$ cat src/rtl/datamover_cmd_arb.sv
// Round-robin arbiter that turns per-channel move requests into DataMover commands and routes status back.
// Latency: request seen in IDLE at N -> tvalid at N+1 -> ack at N+2 (zero-length requests ack at N+1).
// Backpressure: tdata held stable while tready is low; new grants held off at MAX_OUT outstanding.
module datamover_cmd_arb #(
  parameter int NUM_CH  = 2,
  parameter int ADDR_W  = 32,
  parameter int BTT_W   = 23,
  parameter int MAX_OUT = 4
) (
  input  logic                     clk_dma,
  input  logic                     rst_dma,
  input  logic [NUM_CH-1:0]        i_cmd_req,
  input  logic [NUM_CH*ADDR_W-1:0] i_cmd_addr,
  input  logic [NUM_CH*BTT_W-1:0]  i_cmd_btt,
  output logic [NUM_CH-1:0]        o_cmd_ack,
  output logic                     o_cmd_tvalid,
  input  logic                     i_cmd_tready,
  output logic [ADDR_W+39:0]       o_cmd_tdata,
  input  logic                     i_sts_tvalid,
  output logic                     o_sts_tready,
  input  logic [7:0]               i_sts_tdata,
  output logic [NUM_CH-1:0]        o_done,
  output logic [NUM_CH-1:0]        o_err,
  output logic                     o_tag_err,
  output logic [3:0]               o_outstanding
);

  localparam logic [1:0] IDLE  = 2'd0;
  localparam logic [1:0] ISSUE = 2'd1;
  localparam logic [1:0] ACK   = 2'd2;

  // DataMover command word, MSB first
  typedef struct packed {
    logic [3:0]        rsvd;
    logic [3:0]        tag;
    logic [ADDR_W-1:0] addr;
    logic              drr;
    logic              eof;
    logic [5:0]        dsa;
    logic              incr;
    logic [22:0]       btt;
  } cmd_t;

  logic [1:0]        state_q, state_d;
  logic [3:0]        grant_q;
  logic [3:0]        rr_q;
  logic              zero_q;
  cmd_t              cmd_q, cmd_d;
  logic [3:0]        out_q;
  logic [NUM_CH-1:0] done_q, sts_err_q;
  logic              tag_err_q;

  logic              found;
  logic [3:0]        pick;
  logic [ADDR_W-1:0] sel_addr;
  logic [BTT_W-1:0]  sel_btt;
  logic              can_grant, zero_btt, cmd_hs;
  logic              sts_hs, tag_ok, sts_ok, dec;
  logic [3:0]        sts_tag;
  logic [NUM_CH-1:0] sts_vec, ack_vec;

  // Round-robin search: first requester at or above the pointer, else the lowest one (wrap)
  always_comb begin
    found = 1'b0;
    pick  = '0;
    for (int c = 0; c < NUM_CH; c++) begin
      if (!found && i_cmd_req[c] && (4'(c) >= rr_q)) begin
        found = 1'b1;
        pick  = 4'(c);
      end
    end
    for (int c = 0; c < NUM_CH; c++) begin
      if (!found && i_cmd_req[c]) begin
        found = 1'b1;
        pick  = 4'(c);
      end
    end
  end

  // Select the picked channel's address and byte count
  always_comb begin
    sel_addr = '0;
    sel_btt  = '0;
    for (int c = 0; c < NUM_CH; c++) begin
      if (pick == 4'(c)) begin
        sel_addr = i_cmd_addr[c*ADDR_W +: ADDR_W];
        sel_btt  = i_cmd_btt[c*BTT_W +: BTT_W];
      end
    end
  end

  // Assemble the command word for the picked channel
  always_comb begin
    cmd_d      = '0;
    cmd_d.btt  = 23'(sel_btt);
    cmd_d.incr = 1'b1;
    cmd_d.eof  = 1'b1;
    cmd_d.addr = sel_addr;
    cmd_d.tag  = pick;
  end

  assign can_grant = (state_q == IDLE) && found && (out_q < 4'(MAX_OUT));
  assign zero_btt  = (sel_btt == '0);
  assign cmd_hs    = (state_q == ISSUE) && i_cmd_tready;

  // Next-state logic; zero-length requests skip the command stream entirely
  always_comb begin
    state_d = state_q;
    case (state_q)
      IDLE:    if (can_grant) state_d = zero_btt ? ACK : ISSUE;
      ISSUE:   if (i_cmd_tready) state_d = ACK;
      ACK:     state_d = IDLE;
      default: state_d = IDLE;
    endcase
  end

  // State register
  always_ff @(posedge clk_dma or posedge rst_dma) begin
    if (rst_dma) state_q <= IDLE;
    else         state_q <= state_d;
  end

  // Capture grant, advance round-robin pointer and latch the command word on each grant
  always_ff @(posedge clk_dma or posedge rst_dma) begin
    if (rst_dma) begin
      grant_q <= '0;
      rr_q    <= '0;
      zero_q  <= 1'b0;
      cmd_q   <= '0;
    end else if (can_grant) begin
      grant_q <= pick;
      rr_q    <= (pick == 4'(NUM_CH-1)) ? 4'd0 : pick + 4'd1;
      zero_q  <= zero_btt;
      cmd_q   <= cmd_d;
    end
  end

  // Status decode; a valid tag only retires a command when one is actually in flight
  assign sts_hs  = i_sts_tvalid && o_sts_tready;
  assign sts_tag = i_sts_tdata[3:0];
  assign tag_ok  = (32'(sts_tag) < NUM_CH);
  assign sts_ok  = i_sts_tdata[7] && (i_sts_tdata[6:4] == 3'b000);
  assign dec     = sts_hs && tag_ok && (out_q != 4'd0);

  // One-hot of the status tag and of the channel being acknowledged
  always_comb begin
    sts_vec = '0;
    ack_vec = '0;
    for (int c = 0; c < NUM_CH; c++) begin
      sts_vec[c] = sts_hs && tag_ok && (sts_tag == 4'(c));
      ack_vec[c] = (state_q == ACK) && (grant_q == 4'(c));
    end
  end

  // Outstanding counter: saturates at both ends, simultaneous issue and retire cancel out
  always_ff @(posedge clk_dma or posedge rst_dma) begin
    if (rst_dma) begin
      out_q <= '0;
    end else begin
      case ({cmd_hs, dec})
        2'b10:   if (out_q < 4'(MAX_OUT)) out_q <= out_q + 4'd1;
        2'b01:   out_q <= out_q - 4'd1;
        default: out_q <= out_q;
      endcase
    end
  end

  // Completion pulses one cycle after the status handshake; sticky flag for unexpected status
  always_ff @(posedge clk_dma or posedge rst_dma) begin
    if (rst_dma) begin
      done_q    <= '0;
      sts_err_q <= '0;
      tag_err_q <= 1'b0;
    end else begin
      done_q    <= sts_ok ? sts_vec : '0;
      sts_err_q <= sts_ok ? '0 : sts_vec;
      if (sts_hs && (!tag_ok || (out_q == 4'd0))) tag_err_q <= 1'b1;
    end
  end

  assign o_cmd_tvalid  = (state_q == ISSUE);
  assign o_cmd_tdata   = cmd_q;
  assign o_cmd_ack     = ack_vec;
  assign o_done        = done_q;
  assign o_err         = sts_err_q | (zero_q ? ack_vec : '0);
  assign o_tag_err     = tag_err_q;
  assign o_outstanding = out_q;
  assign o_sts_tready  = ~rst_dma;

endmodule

$ cat config.mk
export PLATFORM = sky130hd
export DESIGN_NAME = datamover_cmd_arb
export DESIGN_NICKNAME = d
export VERILOG_FILES = /design/src/rtl/datamover_cmd_arb.sv
export SDC_FILE = /design/constraint.sdc
export NUM_CORES = 1
export LEC_CHECK = 0
export ABC_CLOCK_PERIOD_IN_PS = 4800
export BUFFER_PORTS_ARGS = -buffer_cell sky130_fd_sc_hd__buf_4
export CAP_MARGIN = 10
export CELL_PAD_IN_SITES_DETAIL_PLACEMENT = 2
export CELL_PAD_IN_SITES_GLOBAL_PLACEMENT = 2
export CORE_MARGIN = 3
export CORE_UTILIZATION = 24
export CTS_BUF_LIST = sky130_fd_sc_hd__clkbuf_4 sky130_fd_sc_hd__clkbuf_8 sky130_fd_sc_hd__clkbuf_16
export DETAILED_ROUTE_END_ITERATION = 8
export PLACE_DENSITY = 0.87
export REMOVE_ABC_BUFFERS = 1
export SLEW_MARGIN = 10
export SYNTH_ARGS = -nofsm -noshare
export SYNTH_HDL_FRONTEND = slang
export SYNTH_SLANG_ARGS = --single-unit
$ cat constraint.sdc
create_clock -name clk_dma -period 4.8 [get_ports clk_dma]
set_input_delay 1.44 -clock clk_dma [delete_from_list [all_inputs] [get_ports clk_dma]]
set_output_delay 1.44 -clock clk_dma [all_outputs]
set_load 0.005 [all_outputs]
======== After elaboration in Yosys (flattened, before gate mapping) ========
Cells that the tools add are included.
storage, ports and cells
  register bits after elaboration ......... 76
  input bits .............................. 124
  output and inout bits ................... 85
  word-level logic and storage cells ...... 84
cells by class
  add/sub/neg operators ................... 3
  magnitude comparators ................... 4
  eq/ne operators ......................... 10
  muxes and demuxes ....................... 21
  bitwise operators ....................... 2
  reduce and logical (&&, ||, !) cells .... 33
operators by type and width
  kind                                                              number
  two-way mux 32 bit                                                2
  two-way mux 23 bit                                                2
  logical NOT 23 bit                                                1
  logical AND 1 bit                                                 17
  logical NOT 4 bit                                                 4
  two-way mux 4 bit                                                 4
  equality test 4 x 1 -> 1 bit, second input constant               3
  two-way mux 2 bit                                                 6
  adder 4 x 1 -> 4 bit, second input constant                       2
  greater-or-equal comparator 1 x 4 -> 1 bit, first input constant  2
  one-hot mux 4 bit (2 select lines)                                1
  two-way mux 1 bit                                                 5
  equality test 2 x 1 -> 1 bit, second input constant               2
  equality test 2 bit, second input constant                        2
  logical NOT 1 bit                                                 4
  less-than comparator 4 x 2 -> 1 bit, second input constant        1
  less-than comparator 4 x 3 -> 1 bit, second input constant        1
  != test 2 bit, second input constant                              2
  one-hot mux 2 bit (2 select lines)                                1
  AND reduction 2 bit                                               2
  nonzero test 4 bit                                                1
  subtractor 4 x 1 -> 4 bit, second input constant                  1
  logical NOT 3 bit                                                 1
  logical NOT 2 bit                                                 1
  other kinds (5)                                                   5

======== Longest topological paths before layout ========
Gate-level depths: netlist of run 1.
  word-level depth ........................ 20
  mapped depth ............................ 8
  gate-level depth less buffers ........... 8

======== Worst setup path before layout of run 1 ========
Ideal clock, no wire load.
  kind .................................... input -> output
  start ................................... input port rst_dma
  end ..................................... output port o_sts_tready
  arrival time ............................ 2914 ps
  data required time ...................... 3360 ps
  slack ................................... 446 ps
  stages on the path ...................... 1
  path buffers ............................ 0
  cell sequence ........................... inv_1
on the way
  cells in the longest elaborated chain, start to end .. 1
RTL lines
  element          RTL line  source
  start, declared  11        input logic rst_dma,
  NOT 1 bit        188       assign o_sts_tready = ~rst_dma;
  end, declared    20        output logic o_sts_tready,
No other way between the ends.

======== Worst setup path in the final report of run 1 ========
  start ................................... input port i_sts_tdata[3]
  end ..................................... register out_q[3], in the netlist o_outstanding[3]
on the way
  cells in the longest elaborated chain, start to end .. 6
  elaborated cells on any way between the ends .. 9
  classes of those cells .................. 1 x order compare; 3 x eq/ne; 1 x mux; 4 x reduce/logical
RTL lines
  element                                                                      RTL line  source
  start, declared                                                              21        input logic [7:0] i_sts_tdata,
  less-than comparator 4 x 2 -> 1 bit (*)                                      141       assign tag_ok = (32'(sts_tag) < NUM_CH);
  logical AND 1 bit (*) (2 in a row)                                           143       assign dec = sts_hs && tag_ok && (out_q != 4'd0);
  equality test 2 bit / equality test 2 x 1 -> 1 bit (equally long branches)   160       case ({cmd_hs, dec})
  != test 2 bit (no source line) / nonzero test 2 bit (equally long branches)  --
  AND reduction 2 bit (no source line)                                         --
  end signal, assigned                                                         161       2'b10: if (out_q < 4'(MAX_OUT)) out_q <= out_q + 4'd1;
  end signal, assigned                                                         162       2'b01: out_q <= out_q - 4'd1;
  end signal, assigned                                                         163       default: out_q <= out_q;
  end, declared                                                                49        logic [3:0] out_q;
Mark *: on every way between the ends. The rest lies on a longest branch, timed or not.
A chain may end at the register's enable or synchronous reset.

==> results.yml, run 1 <==
flow_run:
  maxCapViolCount: 0
final_layout:
  syn2layout_area_growth_pct: 51.46
  fin_util_pct: 37.97
  fillerInstances: 1565
  fin_area_sq_um: 5373
  nNetsFinal: 667
  n_antenna_cell: 0
  final_cells: 723
  drive_gt1_share_pct: 41.07
critical_path:
  crit_fanout: 5
  endpoint_kind: "flip-flop"
  cp_num_buf_inv: 2
  worstReg2RegStart: "o_outstanding[2]"
  cpPeakStageDelay_ps: 320
  reg2reg_to: "o_outstanding[3]"
  critPathArrivalTime_ps: 3480
  cp_slowest_cell: "nor3_1"
  cp_top_family: "simple AND/OR/NAND/NOR gates"
  required_ps: 4990
  startpoint_type: "input port"
  r2r_cells: 8
  crit_chain: "buf_4, nor3_1, nand4b_1, inv_1, ha_1, a21o_1, a221oi_1, mux2i_1, o21ai_0"
  crit_type: "input port to flip-flop"
  reg2reg_slack_ps: 2210
placement:
  dp_hpwl_um: 10620
  dp_cells: 709
  dp_slack_ps: 1156
  gp_congestion: 0.8536
  portBuffers: 194
  placed_area_sq_um: 5090
synthesis:
  synth_seq_cells: 70
  synth_enable_flop_cells: 0
  seq_area_frac_synth_pct: 49.38
  syn_inst: 353
  synth.top_cell.area_share_pct: 49.38
  async_flop_share_pct: 100.0
  synth_top_cell_by_area: "dfrtp_1"
  synth_area_leaders: "dfrtp_1 (49%), o2bb2ai_1 (7.9%), mux2i_1 (7.1%), a21oi_1 (4.7%), buf_4 (4.2%)"
  ys_warn_count: 0
  syn_avg_cell_area_sq_um: 10.05
  synthFlopType: "dfrtp_1"
  synth_area_sq_um: 3547
  synth_cell_types: 45
grt:
  track_usage_pct: 16.72
  antenna_found_initial: 0
  overflow: 0
  grt_pass1_wl_um: 21240
  grt_max_degree: 82
  grt_pass1_vias: 3914
sta:
  setup_viol: 0
  final_hold_viol_count: 0
  setup_tns_ps: 0
  fmax_ghz: 0.3040
  slew_headroom_pct: 37.86
  finClkSkew_ps: 6.320
  tightest_slew_ps: 932.1
  period_share_pct: 68.53
  final.setup.worst_slack_ps: 1511
  maxSlewViolCount: 0
  period_minus_slack_ps: 3289
  rsz0062_at_grt: "no"
power:
  powerDensity_nw_per_um2: 524.7
  leakage_nw: 2.583
  ir_drop_uv: 162.7
run_status:
  status: "completed"
clock_network:
  cts_inserted_buffers: 9
  cts_tree: "built"
  root_buffer: "clkbuf_16"
  cts_hold_buffers: 0
  worstSkewPairLatency_ps: 330
  cts_sinks: 70
  clk_path_buf_depth: 2
  post_cts_buffers: 0
  cts_max_level: 3
  cts-resized-gates: 0
  clk_pin_slew_ps: 60
floorplanning:
  start_util_pct: 25.07
  die_x_um: 127.6
  die_area_sq_um: 16270
  core-area_sq_um: 14150
  boundaryPins: 209
  die_y_um: 127.6
  num_rows: 43
detailed_routing:
  routed_wl_um: 13700
  drt-initial-drc-count: 54
  wl_per_cell_um: 18.95
  dr.pass1.iters: 4
  vias: 3483
  route.detailed.drc: 0
  via_per_inst: 4.817
  ant_nets: 0
worst_hold_path:
  min_path_type: "flip-flop to flip-flop"
  whs_endpoint: "o_cmd_tdata[14]"
  min_path_cells: 2
  hold_start: "o_cmd_tdata[14]"
flip-flops by register name (all words and copies together), names as in the netlist:
register and flops:
o_tag_err 1, o_cmd_tdata 57, rr_q 1, state_q 2, sts_err_q 2, o_outstanding 4, zero_q 1, o_done 2
cell families (layout without fill, tap and decap cells):
logic type	after synthesis	count (layout)	synth area share, %
muxes	25	25	7.055
xor gates and xnor gates	2	2	0.4939
adders and majority gates	3	3	1.270
AOI/OAI and AO/OA	105	105	19.47
other	1	14	0.1057
and+or+nand+nor	104	104	14.67
buffers and inverters	43	220	7.549
DFF	70	70	49.38
report_power, final:
part | switching, W | leakage (nW) | internal (W)
clock network | 0.000233 | 0.143 | 0.000413
logic | 0.000531 | 1.62 | 0.000601
registers | 0.000185 | 0.824 | 0.000856
layout make-up:
class,count,area [sq um],area share (%)
tap,180,225.2,4.192
multi-input combinational,253,1592,29.62
timing repair buffer,199,1494,27.81
sequential,70,1752,32.60
clock inverter,2,35.03,0.6521
clock buffer,12,247.7,4.611
inverter,7,27.53,0.5123
cell usage after synthesis (4+ instances only):
cell type,instances
buf_4,20
buf_2,4
mux2i_1,25
nand2_1,26
clkbuf_1,8
a21oi_1,33
nor3_1,6
o21ai_0,24
o2bb2ai_1,32
dfrtp_1,70
nor2_1,38
inv_1,7
nor2b_1,4
nor4_1,11
stage by stage:
step	total power (W)	hold slack, ps
floorplan	0.001507	459.0
global placement	0.002129	463.7
detailed placement	0.002213	471.1
CTS	0.002882	483.7
global route	0.003050	517.3
finish	0.002819	476.8
worst max-delay path by stage:
stage | startpoint | depth (start not counted) | slack, ps | endpoint
6_report | i_sts_tdata[3] | 9 | 1510 | o_outstanding[3]
5_1_grt | i_sts_tdata[3] | 9 | 1350 | o_outstanding[3]
4_1_cts | i_sts_tdata[3] | 9 | 1500 | o_outstanding[3]
3_5_place_dp | i_sts_tdata[3] | 9 | 1160 | o_outstanding[3]
3_3_place_gp | i_sts_tdata[3] | 9 | 1400 | o_outstanding[3]
2_1_floorplan | rst_dma | 1 | 450 | o_sts_tready
layout by cell type, fill, tap and decap left out, types with 3 or more instances in the layout:
cell type / instances
buf_4: 199
dfrtp_1: 70
nor2_1: 38
a21oi_1: 33
o2bb2ai_1: 32
nand2_1: 26
mux2i_1: 25
o21ai_0: 24
conb_1: 14
nor4_1: 11
clkbuf_16: 9
inv_1: 6
nor3_1: 6
nor2b_1: 4
or3_1: 3
nand2b_1: 3
a21o_1: 3
clkbuf_4: 3
layer usage:
layer | GRT usage [%] | part of all wire, %
met5 | 0 | 0
met4 | 6.679 | 2.5
met3 | 4.557 | 8.3
met2 | 28.80 | 49
met1 | 19.75 | 40
worst min-delay path, delay by kind of cell, from the launching register on:
family / cells / cell delay (ps)
flip-flops: 1 / 340
AND/OR/NAND/NOR: 1 / 50
AO/OA/AOI/OAI: 1 / 60
Power figures use the tool's default switching activity.
==> run 2, diff against run 1 <==
- ABC_CLOCK_PERIOD_IN_PS: 4800 -> 3200
- clock period: 4.8 -> 3.2 ns (I/O delays scaled with it)
==> run 2 against run 1 <==
Routed wire length rose by 2.2%. Non-clock buffer count increased by 4. Utilization increased by 0.31 points. Cell count grew 0.83%. Via count shrank 0.69%. Clock skew decreased by 2.9 ps. Highest routed layer unchanged. Largest power group unchanged. Total power rose by 51%.
==> results.yml, run 2 (synthesized netlist as in run 1, its figures left out) <==
run_status:
  status: "completed"
floorplanning:
  num_rows: 43
  die_x_um: 127.6
  core-area_sq_um: 14150
  die_area_sq_um: 16270
  boundaryPins: 209
  start_util_pct: 25.07
  die_y_um: 127.6
critical_path:
  critPathArrivalTime_ps: 2790
  crit_type: "input port to flip-flop"
  endpoint_kind: "flip-flop"
  startpoint_type: "input port"
  required_ps: 3380
  crit_fanout: 3
grt:
  antenna_found_initial: 0
  grt_pass1_vias: 3978
  grt_pass1_wl_um: 21980
  overflow: 0
  grt_max_degree: 71
  track_usage_pct: 17.30
sta:
  fmax_ghz: 0.3838
  period_share_pct: 81.42
  rsz0062_at_grt: "no"
  final.setup.worst_slack_ps: 594.6
  setup_viol: 0
  final_hold_viol_count: 0
  slew_headroom_pct: 35.85
  tightest_slew_ps: 962.3
  finClkSkew_ps: 3.404
  period_minus_slack_ps: 2605
  maxSlewViolCount: 0
detailed_routing:
  dr.pass1.iters: 4
  wl_per_cell_um: 19.20
  vias: 3459
  route.detailed.drc: 0
  routed_wl_um: 14000
  drt-initial-drc-count: 97
  ant_nets: 0
  via_per_inst: 4.745
placement:
  gp_congestion: 0.8360
  portBuffers: 194
  dp_slack_ps: 280.7
  dp_hpwl_um: 10830
clock_network:
  clk_pin_slew_ps: 50
  cts_sinks: 70
  root_buffer: "clkbuf_16"
  cts_tree: "built"
  cts_inserted_buffers: 9
  cts-resized-gates: 0
  cts_hold_buffers: 0
  clk_path_buf_depth: 2
  worstSkewPairLatency_ps: 330
  cts_max_level: 3
  post_cts_buffers: 0
power:
  powerDensity_nw_per_um2: 788.3
  power.total_w: 0.004270
  ir_drop_uv: 217.6
  leakage_nw: 2.609
flow_run:
  maxCapViolCount: 0
final_layout:
  final_common_cell: "buf_4"
  nNetsFinal: 671
  syn2layout_area_growth_pct: 52.70
  fillerInstances: 1588
  mostFrequentLayoutCells: "buf_4 (203), dfrtp_1 (70), nor2_1 (38)"
  drive_gt1_share_pct: 41.71
  n_antenna_cell: 0
  largest_reg_flops: 57
worst_hold_path:
  min_path_type: "flip-flop to flip-flop"
run 2: cell count changes in the layout (fill, tap and decap cells not counted):
cell	delta
clkbuf_4	+1
bufinv_16	-1
clkinv_2	-1
buf_4	+4
clkbuf_8	+3
run 2: power breakdown:
group	internal (W)	switching, W
Sequential	0.00128	0.000287
Clock	0.000624	0.000358
Combinational	0.000909	0.000808
Total	0.00282	0.00145
run 2: worst paths after layout:
| path | slack (ps) | endpoint | cells past startpoint | startpoint |
|---|---|---|---|---|
| max | 590 | o_outstanding[3] | 9 | i_sts_tdata[3] |
| min | 480 | o_tag_err | 1 | o_tag_err |
| max reg2reg | 750 | o_outstanding[3] | 8 | o_outstanding[2] |
| min reg2reg | 480 | o_tag_err | 1 | o_tag_err |
| max in group asynchronous | 1600 | o_cmd_tdata[13] | 3 | rst_dma |
| min in group asynchronous | 970 | o_cmd_tdata[38] | 3 | rst_dma |
run 2: area by class of cell:
type | count | area, sq um | share of cell area, %
well taps | 180 | 225.2 | 4.158
flip-flops and latches | 70 | 1752 | 32.34
inverters | 7 | 27.53 | 0.5082
clock buffers | 16 | 296.5 | 5.475
repair buffers | 203 | 1524 | 28.14
multi-input cells | 253 | 1592 | 29.38
run 2: routing by layer:
metal / wire, um / vias up / share of wire (%) / GRT usage, %
li1: - / 1613 / - / -
met3: 1146 / 11 / 8.2 / 4.682
met2: 7085 / 155 / 51 / 30.78
met4: 110 / 0 / 0.79 / 5.243
met1: 5657 / 1680 / 40 / 20.30
met5: 0 / - / 0 / 0
run 2: worst max-delay path: stages:
cell and delay [ps]:
buf_4 110, nor3_1 330, nand4b_1 200, inv_1 120
ha_1 230, a21o_1 190, a221oi_1 310, mux2i_1 220
o21ai_0 110
run 2: per-stage QoR:
step           utilization [%]  cells  area (sq um)  hold WS (ps)  setup TNS, ps
6_report                 38.28    729          5416         482.0              0
4_1_cts                  38.28    729          5416         483.7              0
2_1_floorplan                -    330          3354         459.0          -3966
3_3_place_gp             36.18    713          5120         462.2              0
3_5_place_dp             36.18    713          5120         465.8              0
5_1_grt                  38.28    729          5416         505.3              0
==> run 3, diff against run 2 <==
- ABC_CLOCK_PERIOD_IN_PS: 3200 -> 2200
- CORE_UTILIZATION: 24 -> 22
- PLACE_DENSITY: 0.87 -> 0.84
- clock period: 3.2 -> 2.2 ns (I/O delays scaled with it)
==> run 3 against run 2 <==
Global-route usage is 1.3 points lower. Largest cell class unchanged. Register-to-register slack worse by 640 ps. Sequential cell count stayed put.
==> results.yml, run 3 (synthesized netlist as in run 1, its figures left out) <==
run_status:
  status: "completed"
floorplanning:
  die_area_sq_um: 17680
  core-area_sq_um: 15480
  die_y_um: 133.0
  start_util_pct: 22.91
  boundaryPins: 209
  num_rows: 45
  die_x_um: 133.0
final_layout:
  nNetsFinal: 686
  drive_gt1_share_pct: 44.15
  final_common_cell: "buf_4"
  mostFrequentLayoutCells: "buf_4 (214), dfrtp_1 (70), nor2_1 (38)"
  n_antenna_cell: 0
  fin_util_pct: 36.33
  largest_reg_flops: 57
  fillerInstances: 1730
  fin_area_sq_um: 5625
  syn2layout_area_growth_pct: 58.59
detailed_routing:
  ant_nets: 0
  vias: 3557
  dr_wl_met2_um: 7231
  routed_wl_um: 14310
  via_per_inst: 4.590
  route.detailed.drc: 0
  drt-initial-drc-count: 76
  top_layer: "met4"
  dr.pass1.iters: 4
  wl_per_cell_um: 18.46
  met3_length_um: 1036
  wl_met1_um: 5823
power:
  powerDensity_nw_per_um2: 1126
  ir_drop_uv: 333.4
  leakage_nw: 2.691
  power.total_w: 0.006333
critical_path:
  required_ps: 2400
  critPathArrivalTime_ps: 2290
  cp_top_family: "compound AO/OA/AOI/OAI gates"
  cpPeakStageDelay_ps: 390
  cp_slowest_cell: "dfrtp_1"
  crit_fanout: 2
  cp_num_buf_inv: 1
  startpoint_type: "flip-flop"
  crit_chain: "nor4_2, nand4b_1, inv_2, ha_4, a21o_1, a221oi_2, mux2i_1, o21ai_1"
  endpoint_kind: "flip-flop"
  crit_type: "flip-flop to flip-flop"
flow_run:
  maxCapViolCount: 0
sta:
  period_minus_slack_ps: 2088
  period_share_pct: 94.91
  slew_headroom_pct: 66.87
  fmax_ghz: 0.4789
  finClkSkew_ps: 10.40
  maxSlewViolCount: 0
  final_hold_viol_count: 0
  tightest_slew_ps: 490.0
  whs_ps: 482.2
  setup_viol: 0
grt:
  grt_pass1_vias: 4108
  grt_pass1_wl_um: 22590
  grt_max_degree: 71
  track_usage_pct: 16.02
  antenna_found_initial: 0
  overflow: 0
worst_hold_path:
  min_path_type: "flip-flop to flip-flop"
clock_network:
  clk_pin_slew_ps: 60
  cts_inserted_buffers: 9
  root_buffer: "clkbuf_16"
  worstSkewPairLatency_ps: 330
  post_cts_buffers: 0
  cts_max_level: 3
  cts_tree: "built"
  cts_sinks: 70
  clk_path_buf_depth: 2
placement:
  placed_area_sq_um: 5320
  dp_hpwl_um: 11180
  gp_congestion: 0.8338
  portBuffers: 194
==> run 3: cell type report <==
| cell class | instances | area [sq um] | area share (%) |
|---|---|---|---|
| tap | 211 | 264.0 | 4.693 |
| inverter | 7 | 26.28 | 0.4671 |
| sequential | 70 | 1752 | 31.14 |
| multi-input combinational | 253 | 1625 | 28.89 |
| clock buffer | 11 | 246.5 | 4.382 |
| clock inverter | 5 | 25.02 | 0.4448 |
| timing repair buffer | 218 | 1687 | 29.98 |
==> run 3: worst min-delay path: stages, from the launching register on <==
cell and delay (ps):
dfrtp_1 340, nand2_1 50, o21ai_0 60
==> run 3: final timing paths <==
| path | start | endpoint | slack (ps) | cells after the start |
|---|---|---|---|---|
| min in group asynchronous | rst_dma | o_cmd_tdata[33] | 580 | 4 |
| min | o_cmd_tdata[22] | o_cmd_tdata[22] | 480 | 2 |
| max in group asynchronous | rst_dma | o_cmd_tdata[61] | 1310 | 4 |
| max | o_outstanding[2] | o_outstanding[3] | 110 | 8 |
| max reg2reg | o_outstanding[2] | o_outstanding[3] | 110 | 8 |
| min reg2reg | o_cmd_tdata[22] | o_cmd_tdata[22] | 480 | 2 |
==> run 3: layer usage <==
metal / vias to the layer above / track usage, %
li1: 1649 / -
met2: 147 / 28.19
met5: - / 0
met3: 13 / 4.905
met1: 1748 / 18.67
met4: 0 / 4.850
==> run 3: what timing repair did <==
| item | 4_1_cts | 5_1_grt |
|---|---|---|
| setup endpoints to repair | 1 | 2 |
| hold buffers | 0 | 0 |
| pin swaps | 0 | 3 |
| gates resized for setup | 1 | 5 |
==> run 3: report_power, final <==
group / switching (W) / internal (W) / total, W
clock network: 0.000562 / 0.000797 / 0.00136
registers: 0.000375 / 0.00187 / 0.00224
logic: 0.00128 / 0.00145 / 0.00273
total: 0.00222 / 0.00411 / 0.00633
==> run 3: per-stage QoR <==
stage | TNS [ps] | setup WS (ps) | instances
floorplan | -63920 | -861.9 | 330
global placement | -242.3 | -184.8 | 759
detailed placement | -424.8 | -315.0 | 759
CTS | 0 | 34.96 | 775
global route | -3.469 | -3.469 | 775
finish | 0 | 112.0 | 775
